### config.mk
export PLATFORM = sky130hd
export DESIGN_NAME = rf_write_arbiter_flat
export DESIGN_NICKNAME = d
export VERILOG_FILES = /design/src/rtl/rf_write_arbiter_if.sv /design/src/rtl/rf_write_arbiter.sv /design/src/flat_wrapper.sv
export SDC_FILE = /design/constraint.sdc
export NUM_CORES = 1
export LEC_CHECK = 0
export ABC_AREA = 1
export CAP_MARGIN = 0
export CORE_UTILIZATION = 40
export DETAILED_ROUTE_END_ITERATION = 12
export DONT_BUFFER_PORTS = 1
export GPL_TIMING_DRIVEN = 1
export PLACE_DENSITY = 0.65
export SETUP_SLACK_MARGIN = 0.05
export SYNTH_ARGS = -nofsm -noshare
export SYNTH_HDL_FRONTEND = slang
export SYNTH_SLANG_ARGS = --single-unit
export TNS_END_PERCENT = 20
### constraint.sdc
create_clock -name clk -period 4.6 [get_ports clk]
set_clock_uncertainty 0.15 [all_clocks]
set_input_delay 0.92 -clock clk [delete_from_list [all_inputs] [get_ports clk]]
set_output_delay 0.92 -clock clk [all_outputs]
set_load 0.05 [all_outputs]
### src/rtl/rf_write_arbiter_if.sv
// Writeback request / register-file write / hazard-lookup bundle for rf_write_arbiter.
// The arbiter sits on the slave modport; requesters, the register file and decode sit on master.
interface rf_write_arbiter_if #(
   parameter int DATA_W = 16,
   parameter int ADDR_W = 4
);
   logic              req0_valid;
   logic              req0_ready;
   logic [ADDR_W-1:0] req0_reg;
   logic [DATA_W-1:0] req0_data;
   logic              req1_valid;
   logic              req1_ready;
   logic [ADDR_W-1:0] req1_reg;
   logic [DATA_W-1:0] req1_data;
   logic              wr_en;
   logic [ADDR_W-1:0] wr_reg;
   logic [DATA_W-1:0] wr_data;
   logic [ADDR_W-1:0] chk_reg1;
   logic [ADDR_W-1:0] chk_reg2;
   logic              chk_pend1;
   logic              chk_pend2;
   logic              busy;

   modport slave (
      input  req0_valid, req0_reg, req0_data,
      input  req1_valid, req1_reg, req1_data,
      input  chk_reg1, chk_reg2,
      output req0_ready, req1_ready,
      output wr_en, wr_reg, wr_data,
      output chk_pend1, chk_pend2, busy
   );

   modport master (
      output req0_valid, req0_reg, req0_data,
      output req1_valid, req1_reg, req1_data,
      output chk_reg1, chk_reg2,
      input  req0_ready, req1_ready,
      input  wr_en, wr_reg, wr_data,
      input  chk_pend1, chk_pend2, busy
   );
endinterface

### src/rtl/rf_write_arbiter.sv
// Shares the single register-file write port between two FIFO-buffered writeback sources
// with round-robin arbitration and RAW lookup over every write not yet committed.
module rf_write_arbiter #(
   parameter int DATA_W = 16,
   parameter int ADDR_W = 4,
   parameter int DEPTH  = 2
) (
   input logic              clk,
   input logic              rst,
   rf_write_arbiter_if.slave bus
);
   localparam int PTR_W = $clog2(DEPTH);
   localparam int CNT_W = PTR_W + 1;

   typedef enum logic {SRC0 = 1'b0, SRC1 = 1'b1} srcT;

   logic [ADDR_W-1:0] fifoReg  [2][DEPTH];
   logic [DATA_W-1:0] fifoData [2][DEPTH];
   logic [PTR_W-1:0]  rdPtr    [2];
   logic [PTR_W-1:0]  wrPtr    [2];
   logic [CNT_W-1:0]  count    [2];

   logic [1:0]        inValid, inReady, push, pop, nonEmpty;
   logic [ADDR_W-1:0] inReg  [2];
   logic [DATA_W-1:0] inData [2];

   srcT               lastGrant, grantSrc;
   logic              grantValid;
   logic [ADDR_W-1:0] headReg;
   logic [DATA_W-1:0] headData;

   logic              wrEn;
   logic [ADDR_W-1:0] wrReg;
   logic [DATA_W-1:0] wrData;
   logic              pend1, pend2;
   logic [PTR_W-1:0]  slotIdx;

   assign inValid   = {bus.req1_valid, bus.req0_valid};
   assign inReg[0]  = bus.req0_reg;
   assign inReg[1]  = bus.req1_reg;
   assign inData[0] = bus.req0_data;
   assign inData[1] = bus.req1_data;

   // Ready looks only at the registered count, so a full FIFO never passes through.
   always_comb begin
      for (int i = 0; i < 2; i++) begin
         nonEmpty[i] = (count[i] != '0);
         inReady[i]  = !rst && (count[i] < CNT_W'(DEPTH));
         push[i]     = inValid[i] && inReady[i];
      end
   end

   // NOTE: every always_comb output gets a default first so no path can infer a latch.
   always_comb begin
      grantValid = nonEmpty[0] || nonEmpty[1];
      grantSrc   = SRC0;
      if (nonEmpty[0] && nonEmpty[1])
         grantSrc = (lastGrant == SRC0) ? SRC1 : SRC0;
      else if (nonEmpty[1])
         grantSrc = SRC1;
      pop[0]   = grantValid && (grantSrc == SRC0);
      pop[1]   = grantValid && (grantSrc == SRC1);
      headReg  = (grantSrc == SRC1) ? fifoReg[1][rdPtr[1]]  : fifoReg[0][rdPtr[0]];
      headData = (grantSrc == SRC1) ? fifoData[1][rdPtr[1]] : fifoData[0][rdPtr[0]];
   end

   // NOTE: state is updated with <= so every flop samples pre-edge values regardless of order.
   always_ff @(posedge clk) begin
      if (rst) begin
         for (int i = 0; i < 2; i++) begin
            rdPtr[i] <= '0;
            wrPtr[i] <= '0;
            count[i] <= '0;
         end
         lastGrant <= SRC1;
         wrEn      <= 1'b0;
         wrReg     <= '0;
         wrData    <= '0;
      end else begin
         for (int i = 0; i < 2; i++) begin
            if (push[i]) wrPtr[i] <= wrPtr[i] + PTR_W'(1);
            if (pop[i])  rdPtr[i] <= rdPtr[i] + PTR_W'(1);
            count[i] <= count[i] + CNT_W'(push[i]) - CNT_W'(pop[i]);
         end
         if (nonEmpty[0] && nonEmpty[1]) lastGrant <= grantSrc;
         wrEn <= grantValid;
         if (grantValid) begin
            wrReg  <= headReg;
            wrData <= headData;
         end
      end
   end

   // NOTE: FIFO storage has no reset; the counts alone decide which slots are live.
   always_ff @(posedge clk) begin
      for (int i = 0; i < 2; i++) begin
         if (push[i]) begin
            fifoReg[i][wrPtr[i]]  <= inReg[i];
            fifoData[i][wrPtr[i]] <= inData[i];
         end
      end
   end

   // A register is pending while it sits in a live FIFO slot or in the output stage.
   always_comb begin
      pend1   = wrEn && (wrReg == bus.chk_reg1);
      pend2   = wrEn && (wrReg == bus.chk_reg2);
      slotIdx = '0;
      for (int i = 0; i < 2; i++) begin
         for (int j = 0; j < DEPTH; j++) begin
            slotIdx = rdPtr[i] + PTR_W'(j);
            if (CNT_W'(j) < count[i]) begin
               if (fifoReg[i][slotIdx] == bus.chk_reg1) pend1 = 1'b1;
               if (fifoReg[i][slotIdx] == bus.chk_reg2) pend2 = 1'b1;
            end
         end
      end
   end

   assign bus.req0_ready = inReady[0];
   assign bus.req1_ready = inReady[1];
   assign bus.wr_en      = wrEn;
   assign bus.wr_reg     = wrReg;
   assign bus.wr_data    = wrData;
   assign bus.chk_pend1  = pend1;
   assign bus.chk_pend2  = pend2;
   assign bus.busy       = nonEmpty[0] || nonEmpty[1] || wrEn;
endmodule

### src/flat_wrapper.sv
// flat-port wrapper written by rule: the top's interface ports become plain ports
module rf_write_arbiter_flat 
#(
   parameter int DATA_W = 16,
   parameter int ADDR_W = 4,
   parameter int DEPTH  = 2
)
  (clk, rst, bus_req0_valid, bus_req0_reg, bus_req0_data, bus_req1_valid, bus_req1_reg, bus_req1_data, bus_chk_reg1, bus_chk_reg2, bus_req0_ready, bus_req1_ready, bus_wr_en, bus_wr_reg, bus_wr_data, bus_chk_pend1, bus_chk_pend2, bus_busy);
  rf_write_arbiter_if #(.DATA_W(DATA_W), .ADDR_W(ADDR_W)) bus_i ();
  input logic clk;
  input logic rst;
  input wire logic [$bits(bus_i.req0_valid)-1:0] bus_req0_valid;
  input wire logic [$bits(bus_i.req0_reg)-1:0] bus_req0_reg;
  input wire logic [$bits(bus_i.req0_data)-1:0] bus_req0_data;
  input wire logic [$bits(bus_i.req1_valid)-1:0] bus_req1_valid;
  input wire logic [$bits(bus_i.req1_reg)-1:0] bus_req1_reg;
  input wire logic [$bits(bus_i.req1_data)-1:0] bus_req1_data;
  input wire logic [$bits(bus_i.chk_reg1)-1:0] bus_chk_reg1;
  input wire logic [$bits(bus_i.chk_reg2)-1:0] bus_chk_reg2;
  output wire logic [$bits(bus_i.req0_ready)-1:0] bus_req0_ready;
  output wire logic [$bits(bus_i.req1_ready)-1:0] bus_req1_ready;
  output wire logic [$bits(bus_i.wr_en)-1:0] bus_wr_en;
  output wire logic [$bits(bus_i.wr_reg)-1:0] bus_wr_reg;
  output wire logic [$bits(bus_i.wr_data)-1:0] bus_wr_data;
  output wire logic [$bits(bus_i.chk_pend1)-1:0] bus_chk_pend1;
  output wire logic [$bits(bus_i.chk_pend2)-1:0] bus_chk_pend2;
  output wire logic [$bits(bus_i.busy)-1:0] bus_busy;
  assign bus_i.req0_valid = bus_req0_valid;
  assign bus_i.req0_reg = bus_req0_reg;
  assign bus_i.req0_data = bus_req0_data;
  assign bus_i.req1_valid = bus_req1_valid;
  assign bus_i.req1_reg = bus_req1_reg;
  assign bus_i.req1_data = bus_req1_data;
  assign bus_i.chk_reg1 = bus_chk_reg1;
  assign bus_i.chk_reg2 = bus_chk_reg2;
  assign bus_req0_ready = bus_i.req0_ready;
  assign bus_req1_ready = bus_i.req1_ready;
  assign bus_wr_en = bus_i.wr_en;
  assign bus_wr_reg = bus_i.wr_reg;
  assign bus_wr_data = bus_i.wr_data;
  assign bus_chk_pend1 = bus_i.chk_pend1;
  assign bus_chk_pend2 = bus_i.chk_pend2;
  assign bus_busy = bus_i.busy;
  rf_write_arbiter #(.DATA_W(DATA_W), .ADDR_W(ADDR_W), .DEPTH(DEPTH)) u_core (.clk(clk), .rst(rst), .bus(bus_i));
endmodule
==> results of run 1 <==
power by group:
group	internal (mW)	switching (mW)	total, mW
clock	0.374	0.355	0.728
sequential	1.24	0.371	1.62
combinational	0.336	0.885	1.22
tightest hold or removal path, delay by kind of cell, from the launching register on:
kind / cells / cell delay (ns)
flip-flops: 1 / 0.34
AND/OR/NAND/NOR: 1 / 0.07
AO/OA/AOI/OAI: 1 / 0.07
path summary, 6_finish.rpt:
kind	from	cells past startpoint	end
max	u_core.rdPtr[0][1]	11	bus_chk_pend1
min	u_core.lastGrant	2	u_core.lastGrant
max reg2reg	u_core.count[0][3]	10	u_core.count[0][1]
min reg2reg	u_core.lastGrant	2	u_core.lastGrant
cells by family (layout without fill, tap and decap cells):
logic type / Yosys count / count (layout) / synth area share, %
buffers and inverters: 67 / 69 / 6.01
DFF: 110 / 110 / 59.9
AOI/OAI and AO/OA: 61 / 61 / 6.77
adders and majority gates: 4 / 4 / 0.985
and+or+nand+nor: 311 / 311 / 25.3
muxes: 1 / 1 / 0.197
xor gates and xnor gates: 5 / 5 / 0.862
area by class of cell:
class	count	area share, %
clock inverter	7	1.03
inverter	47	3.21
sequential	110	55.4
multi-input combinational	382	31.6
timing repair buffer	6	0.820
tap	168	3.83
clock buffer	9	4.10
metrics by stage:
| stage | instance area [µm²] | setup slack [ns] | instances | power [mW] | utilization [%] |
|---|---|---|---|---|---|
| floorplan | 5080 | 1.24 | 559 | 2.60 | - |
| detailed placement | 5210 | 1.57 | 713 | 2.86 | 42.7 |
| CTS | 5490 | 1.29 | 729 | 3.59 | 45.0 |
| global route | 5490 | 1.09 | 729 | 3.79 | 45.0 |
| global placement | 5210 | 1.62 | 713 | 2.84 | 42.7 |
| finish | 5490 | 1.29 | 729 | 3.57 | 45.0 |
routing by layer:
layer	vias to the layer above	global-route usage, %	part of all wire [%]
met5	-	0	0
met4	0	8.74	3.1
met3	28	6.09	8.1
met2	129	33.7	50
met1	1759	22.0	39
li1	1861	-	-
Yosys cell counts:
master,n
a21oi_1,10
a21oi_4,1
buf_2,10
buf_4,5
buf_6,3
clkbuf_1,2
dfxtp_1,26
edfxtp_1,84
ha_1,4
inv_1,43
inv_2,4
mux2i_1,1
nand2_1,139
nand3_1,79
nor2_1,90
nor2_2,1
nor2_4,2
o211ai_1,2
o211ai_2,2
o21ai_0,36
o21ai_1,4
o22ai_1,6
xnor2_1,1
xor2_1,4
==> run metrics, run 1 <==
outcome finished clean; cell area after synthesis 5080 µm²; IO Count 78; number of nets in the layout 612; WP data required 3.53 ns; Final Cycle Share 71.9%; Final HPWL DP 8650 µm; CP startpoint kind flop; die area 13200 µm²; Area growth, synth to finish 8.08%; commonest cells after routing, fill and taps aside 139 x nand2_1, 89 x nor2_1, 84 x edfxtp_1; Die Ht 115 µm; postcts setup bufs 0; CTS tree yes; Antenna Nets Post-Route 0; worst path cell trace inv_2, nand2_1, nand2_1, nand2_1, nand2_1, inv_1, nor2_1, nand2_1, nand2_1, inv_1, nand2_1; gr usage total 19.4%; Worst path max stage delay 0.41 ns; family with the most delay on the worst path simple AND/OR/NAND/NOR gates; I/O Buffers 0; Gates resized, CTS repair 0; routed vias 3777; WL/cell 16.4 µm; cell at the slowest stage of the critical path edfxtp_1; count of cell types in the netlist 24; initial antenna violation count 0; CTS H-tree depth 3; Longest Clk Path Bufs 2; Crit. End Element output port; cell mode on critical path nand2_1; post-synth top area share 49.7%; WS Path Type flop to output port; DRC violations left 0; Routed WL 11900 µm; R2R setup slack 2.05 ns; Reg area 3040 µm²; Initial Util 41.6%; most common cell after layout, fill and taps aside nand2_1; Core ar. 12200 µm²; Rows 40; Worst Max-Slew Pin Slew 1.04 ns; GRT overflow 0; register area share after synthesis 59.9%; synth warn 0; die width 115 µm; slew margin rel. 30.8%; Worst-Skew Late Latency 0.34 ns; crit-path max FO 24; worst vdd ir 464 µV; clk root buf clkbuf_16; Hold Path Class flop to flop; area occupied by multi-input gates 1730 µm²; area leader, netlist edfxtp_1; n_diodes 0; hold buffers post-CTS 0; Critical Path AT 2.24 ns; CTS clk-pin slew, worst paths 0.07 ns; Min Hold Slack 0.379 ns; Final Max Tran Viols 0; RSZ-0062 raised after global routing no; Detailed Routing Iterations Pass 1 5; gpl congestion 0.896; clock net sink count 110; Largest register FFs 64; Avg Cell Area, Syn 9.09 µm²; Finish-stage setup viols 0; Iter 0 DRT Violations 206; first-pass GRT wire length 19100 µm; final period demand of the worst path 3.31 ns; vias per cell 5.18; Sum Neg Setup Slack 0 ns; Max-Cap Viols 0; buffer and inverter count on the worst path 3; P per Cell Area 649 nW/µm²; top post-synthesis cells by area edfxtp_1 50%, nand2_1 10%, dfxtp_1 10%; post-synthesis cell count 559; Filler cells 1212; fraction of layout cells with a size suffix above 1 5.88%; Fmax 302 MHz; leakage power 2.25 nW; CTS Buf Count 9; largest net degree at the start of global routing 30; Fin. Hold Viols 0; flops & latches, synth 110; Mapped Nets 615; vias in the first global route 3733
Note: power is estimated with default switching activity, not from simulation.
==> run 2: changes to the inputs <==
--- a/config.mk
+++ b/config.mk
@@ -5,13 +5,13 @@
 export SDC_FILE = /design/constraint.sdc
 export NUM_CORES = 1
 export LEC_CHECK = 0
-export ABC_AREA = 1
+export ABC_AREA = 0
 export CAP_MARGIN = 0
 export CORE_UTILIZATION = 40
 export DETAILED_ROUTE_END_ITERATION = 12
 export DONT_BUFFER_PORTS = 1
 export GPL_TIMING_DRIVEN = 1
-export PLACE_DENSITY = 0.65
+export PLACE_DENSITY = 0.67
 export SETUP_SLACK_MARGIN = 0.05
 export SYNTH_ARGS = -nofsm -noshare
 export SYNTH_HDL_FRONTEND = slang
==> constraint.sdc (replaced) <==
create_clock -name clk -period 2.8 [get_ports clk]
set_clock_uncertainty 0.15 [all_clocks]
set_input_delay 0.56 -clock clk [delete_from_list [all_inputs] [get_ports clk]]
set_output_delay 0.56 -clock clk [all_outputs]
set_load 0.05 [all_outputs]
==> run metrics, run 2 <==
post-synth top area share 51.1%; die area 12800 µm²; post-synthesis cell count 371; WS Path Type flop to output port; largest net degree at the start of global routing 35; Crit. End Element output port; CP startpoint kind flop; Initial Util 41.1%; RSZ-0062 raised after global routing yes; CTS Buf Count 9; worst vdd ir 460 µV; Antenna Nets Post-Route 0; fraction of layout cells with a size suffix above 1 23.9%; gpl congestion 0.888; Hold Path Class input port to flop; clk root buf clkbuf_16; reg2reg path depth 8; number of nets in the layout 440; Finish-stage setup viols 0; Worst-Skew Late Latency 0.34 ns; leakage power 1.95 nW; R2R setup slack 0.61 ns; count leader, synth edfxtp_1; Top FF cell, synth edfxtp_1; Fin. Hold Viols 0; Final Max Tran Viols 0; first-pass GRT wire length 15500 µm; Hold Startpoint rst; DRC violations left 0; Rows 40; Filler cells 1091; Mapped Nets 427; register area share after synthesis 61.6%; Largest register FFs 64; Final HPWL DP 6940 µm; Worst path max stage delay 0.47 ns; Worst Max-Slew Pin Slew 0.685 ns; gr usage total 16.3%; final core occ 46.8%; Max-Cap Viols 0; clock net sink count 110; cell area after synthesis 4940 µm²; vias in the first global route 2967; Critical Path AT 1.99 ns; Routed WL 9990 µm; count of flip-flops with a built-in enable after synthesis 84; GRT overflow 0; IO Count 78; count of cell types in the netlist 37; CTS clk-pin slew, worst paths 0.07 ns; slew margin rel. 54.2%; most common cell after layout, fill and taps aside edfxtp_1; post-route insts no fill 536; Area growth, synth to finish 13.8%; commonest cells after routing, fill and taps aside 84 x edfxtp_1, 43 x nand2_1, 30 x mux2i_1; Die Ht 113 µm; area leader, netlist edfxtp_1; Longest Clk Path Bufs 2; final period demand of the worst path 2.70 ns; placed insts 513; top post-synthesis cells by area edfxtp_1 51%, dfxtp_1 11%, mux2i_1 7.1%; Core ar. 12000 µm²; initial antenna violation count 0; worst path cell trace buf_12, buf_8, mux2i_4, xnor2_1, nor3_1, nand3_1, nand4_1, buf_6; Avg Cell Area, Syn 13.3 µm²; Hold EP u_core.bus.wr_data[3]; buffer and inverter count on the worst path 3; I/O Buffers 0; async set or reset register ratio after synthesis 0%; family with the most delay on the worst path flip-flops; Detailed Routing Iterations Pass 1 4; n_diodes 0; cell at the slowest stage of the critical path edfxtp_1; die width 113 µm; Final Cycle Share 96.6%; Reg area 3040 µm²; CTS H-tree depth 3; WL/cell 18.6 µm; Critical R2R Capture u_core.count[0][1]; WP data required 2.09 ns; WHS Path Cells 1; synth warn 0; Iter 0 DRT Violations 123; area occupied by multi-input gates 1790 µm²; vias per cell 5.35; CTS tree yes; Fmax 370 MHz; P per Cell Area 1080 nW/µm²; reg2reg start u_core.count[0][1]; outcome finished clean; flops & latches, synth 110; Synth top cells by count 84 x edfxtp_1, 43 x nand2_1, 35 x mux2i_1, 26 x dfxtp_1, 24 x xnor2_1; routed vias 2865; crit-path max FO 5
==> run 2: area by class of cell <==
cell class	count	share of cell area [%]
Clock buffer	10	4.25
Clock inverter	6	1.65
Inverter	4	0.267
Multi-Input combinational cell	231	31.8
Sequential cell	110	54.1
Tap cell	147	3.27
Timing Repair Buffer	28	4.67
==> run 2: worst max path at each step <==
stage                                   to  slack, ns  depth (start not counted)          startpoint
floorplan           u_core.fifoData[0][48]      -0.03                          4                 rst
global placement             bus_chk_pend1       0.39                          6  u_core.rdPtr[0][0]
detailed placement           bus_chk_pend2       0.27                          6  u_core.rdPtr[0][0]
CTS                          bus_chk_pend1       0.07                          7  u_core.rdPtr[0][0]
global route                 bus_chk_pend1      -0.04                          8  u_core.rdPtr[0][0]
finish                       bus_chk_pend1        0.1                          8  u_core.rdPtr[0][0]
==> run 2: through the flow <==
| step | power (mW) | setup slack, ns | area [µm²] | hold slack [ns] | TNS [ns] |
|---|---|---|---|---|---|
| after CTS | 6.05 | 0.0711 | 5540 | 0.113 | 0 |
| after detailed placement | 4.60 | 0.274 | 5160 | 0.333 | 0 |
| after global placement | 4.55 | 0.389 | 5160 | 0.329 | 0 |
| after global routing | 6.42 | -0.0418 | 5620 | 0.117 | -0.0622 |
| after floorplan | 4.18 | -0.0286 | 4950 | 0.417 | -0.572 |
| final | 6.09 | 0.0959 | 5620 | 0.132 | 0 |
==> run 2: worst reg2reg max path, cell delays in order (launching register included) <==
cell     delay [ns]
dfxtp_1        0.39
or2_4          0.32
nor3_4         0.40
nor2_1         0.11
ha_1           0.30
inv_1          0.04
ha_1           0.18
xnor2_1        0.15
nor2_1         0.05
==> run 2: repair_timing <==
| item | 4_1_cts | 5_1_grt |
|---|---|---|
| gates cloned | 0 | 0 |
| hold buffers | 0 | 0 |
| setup buffers | 5 | 2 |
| gates resized for setup | 0 | 11 |
| pin swaps | 0 | 6 |
| endpoints found under the setup margin | 2 | 2 |
==> run 2: cells by family (layout without fill, tap and decap cells) <==
group	Yosys count	after routing	synth area share [%]
mux	52	52	11.2
simple gates	91	91	8.71
buf+inv	30	48	3.14
fa+ha+maj	4	4	1.01
xor+xnor	44	44	7.80
flops	110	110	61.6
compound gates	40	40	6.56
==> run 2: power by group <==
group	internal, mW	total [mW]	leakage [nW]	switching [mW]
combinational	0.959	2.23	0.798	1.27
sequential	2.03	2.47	0.989	0.443
clock	0.816	1.39	0.161	0.572
total	3.80	6.09	1.95	2.29
==> run 2: per-layer routing <==
metal / vias up / part of all wire [%] / track usage [%]
met5: - / 0 / 0
met4: 0 / 2.0 / 7.02
met3: 20 / 6.8 / 5.03
met2: 79 / 54 / 29.9
met1: 1415 / 38 / 17.2
li1: 1351 / - / -
==> run 3: changes to the inputs <==
--- a/config.mk
+++ b/config.mk
@@ -7,6 +7,7 @@
 export LEC_CHECK = 0
 export ABC_AREA = 0
 export CAP_MARGIN = 0
+export CORE_MARGIN = 3
 export CORE_UTILIZATION = 40
 export DETAILED_ROUTE_END_ITERATION = 12
 export DONT_BUFFER_PORTS = 1
==> run metrics, run 3 (synthesis results as in run 2) <==
design area 5530 µm²; post-placement worst setup slack 0.338 ns; Initial Util 42.0%; clock net sink count 110; gpl congestion 0.828; CP startpoint kind flop; Routed WL 10200 µm; commonest cells after routing, fill and taps aside 84 x edfxtp_1, 43 x nand2_1, 28 x mux2i_1; Longest Clk Path Bufs 2; IO Count 78; number of nets in the layout 437; Crit. End Element output port; Die Ht 117 µm; GR peak layer met2; Largest register FFs 64; RSZ-0062 raised after global routing yes; I/O Buffers 0; Filler cells 1047; CTS clk-pin slew, worst paths 0.07 ns; Fin. Hold Viols 0; Rows 39; WS Path Type flop to output port; worst vdd ir 566 µV; routing usage on met3 6.27%; first-pass GRT wire length 15900 µm; Final HPWL DP 7150 µm; Finish-stage setup viols 0; slew margin rel. 60.4%; vias in the first global route 3037; outcome finished clean; clk root buf clkbuf_16; Iter 0 DRT Violations 179; DRC violations left 0; met2 global-route usage 26.5%; n_diodes 0; CTS H-tree depth 3; fraction of layout cells with a size suffix above 1 22.7%; Antenna Nets Post-Route 0; Pwr Total 5.81 mW; leakage power 1.88 nW; post-route insts no fill 548; Worst-Skew Late Latency 0.34 ns; gr usage total 15.9%; Worst Max-Slew Pin Slew 0.593 ns; final period demand of the worst path 2.66 ns; die area 13700 µm²; Critical Path AT 1.95 ns; crit-path max FO 9; DP Area 5190 µm²; Area growth, synth to finish 11.9%; final core occ 47.0%; Final Max Tran Viols 0; CTS Buf Count 9; largest net degree at the start of global routing 35; Fmax 376 MHz; crit path setup slack, layout 0.141 ns; P per Cell Area 1050 nW/µm²; placed insts 531; Final Cycle Share 95.0%; die width 117 µm; Core ar. 11800 µm²; most common cell after layout, fill and taps aside edfxtp_1; met1 Use GR 18.1%; CTS tree yes; WP data required 2.09 ns; routed vias 2852; WL/cell 18.7 µm; vias per cell 5.20; GRT overflow 0; Hold Path Class input port to flop; Max-Cap Viols 0; initial antenna violation count 0; Detailed Routing Iterations Pass 1 5
## run 3: layout make-up
cell class	instances	area (µm²)	share of cell area, %
clock buffer	11	233	4.21
sequential	110	3040	55.0
timing repair buffer	25	213	3.85
tap	164	205	3.71
clock inverter	3	16.3	0.294
multi-input combinational	231	1800	32.6
inverter	4	15.0	0.272
## run 3: per-layer routing
metal,share of wire (%),up-vias,wire length (µm)
li1,-,1346,-
met1,40,1379,4110
met2,49,106,4970
met3,9.3,21,952
met4,2.1,0,210
met5,0,-,0
## run 3: metrics by stage
stage,hold slack [ns],setup TNS (ns)
2_1_floorplan,0.417,-0.572
3_3_place_gp,0.349,0
3_5_place_dp,0.370,0
4_1_cts,0.112,0
5_1_grt,0.115,0
6_report,0.136,0
## run 3: worst max-delay path, cell delays in order (launching register included)
cell and delay [ns]:
edfxtp_1 0.42, buf_12 0.17, mux2i_1 0.41, xor2_1 0.20, nand4_1 0.11, nand4_1 0.09, buf_4 0.20
## run 3: repair_timing
action                                  4_1_cts  5_1_grt
resized for setup                             0       10
hold buffers                                  0        0
endpoints found under the setup margin        2        2
setup buffers                                 3        0
## run 3: power by group
part | switching (mW) | total (mW) | internal, mW
logic | 1.30 | 2.24 | 0.939
registers | 0.432 | 2.46 | 2.03
clock network | 0.521 | 1.11 | 0.589
## run 3: final timing paths
| kind | slack (ns) | end | cells past startpoint | startpoint |
|---|---|---|---|---|
| max | 0.14 | bus_chk_pend1 | 6 | u_core.rdPtr[0][1] |
| min | 0.14 | u_core.bus.wr_data[15] | 1 | rst |
| max reg2reg | 0.64 | u_core.count[0][3] | 8 | u_core.count[0][1] |
| min reg2reg | 0.37 | u_core.bus.wr_reg[3] | 2 | u_core.bus.wr_reg[3] |
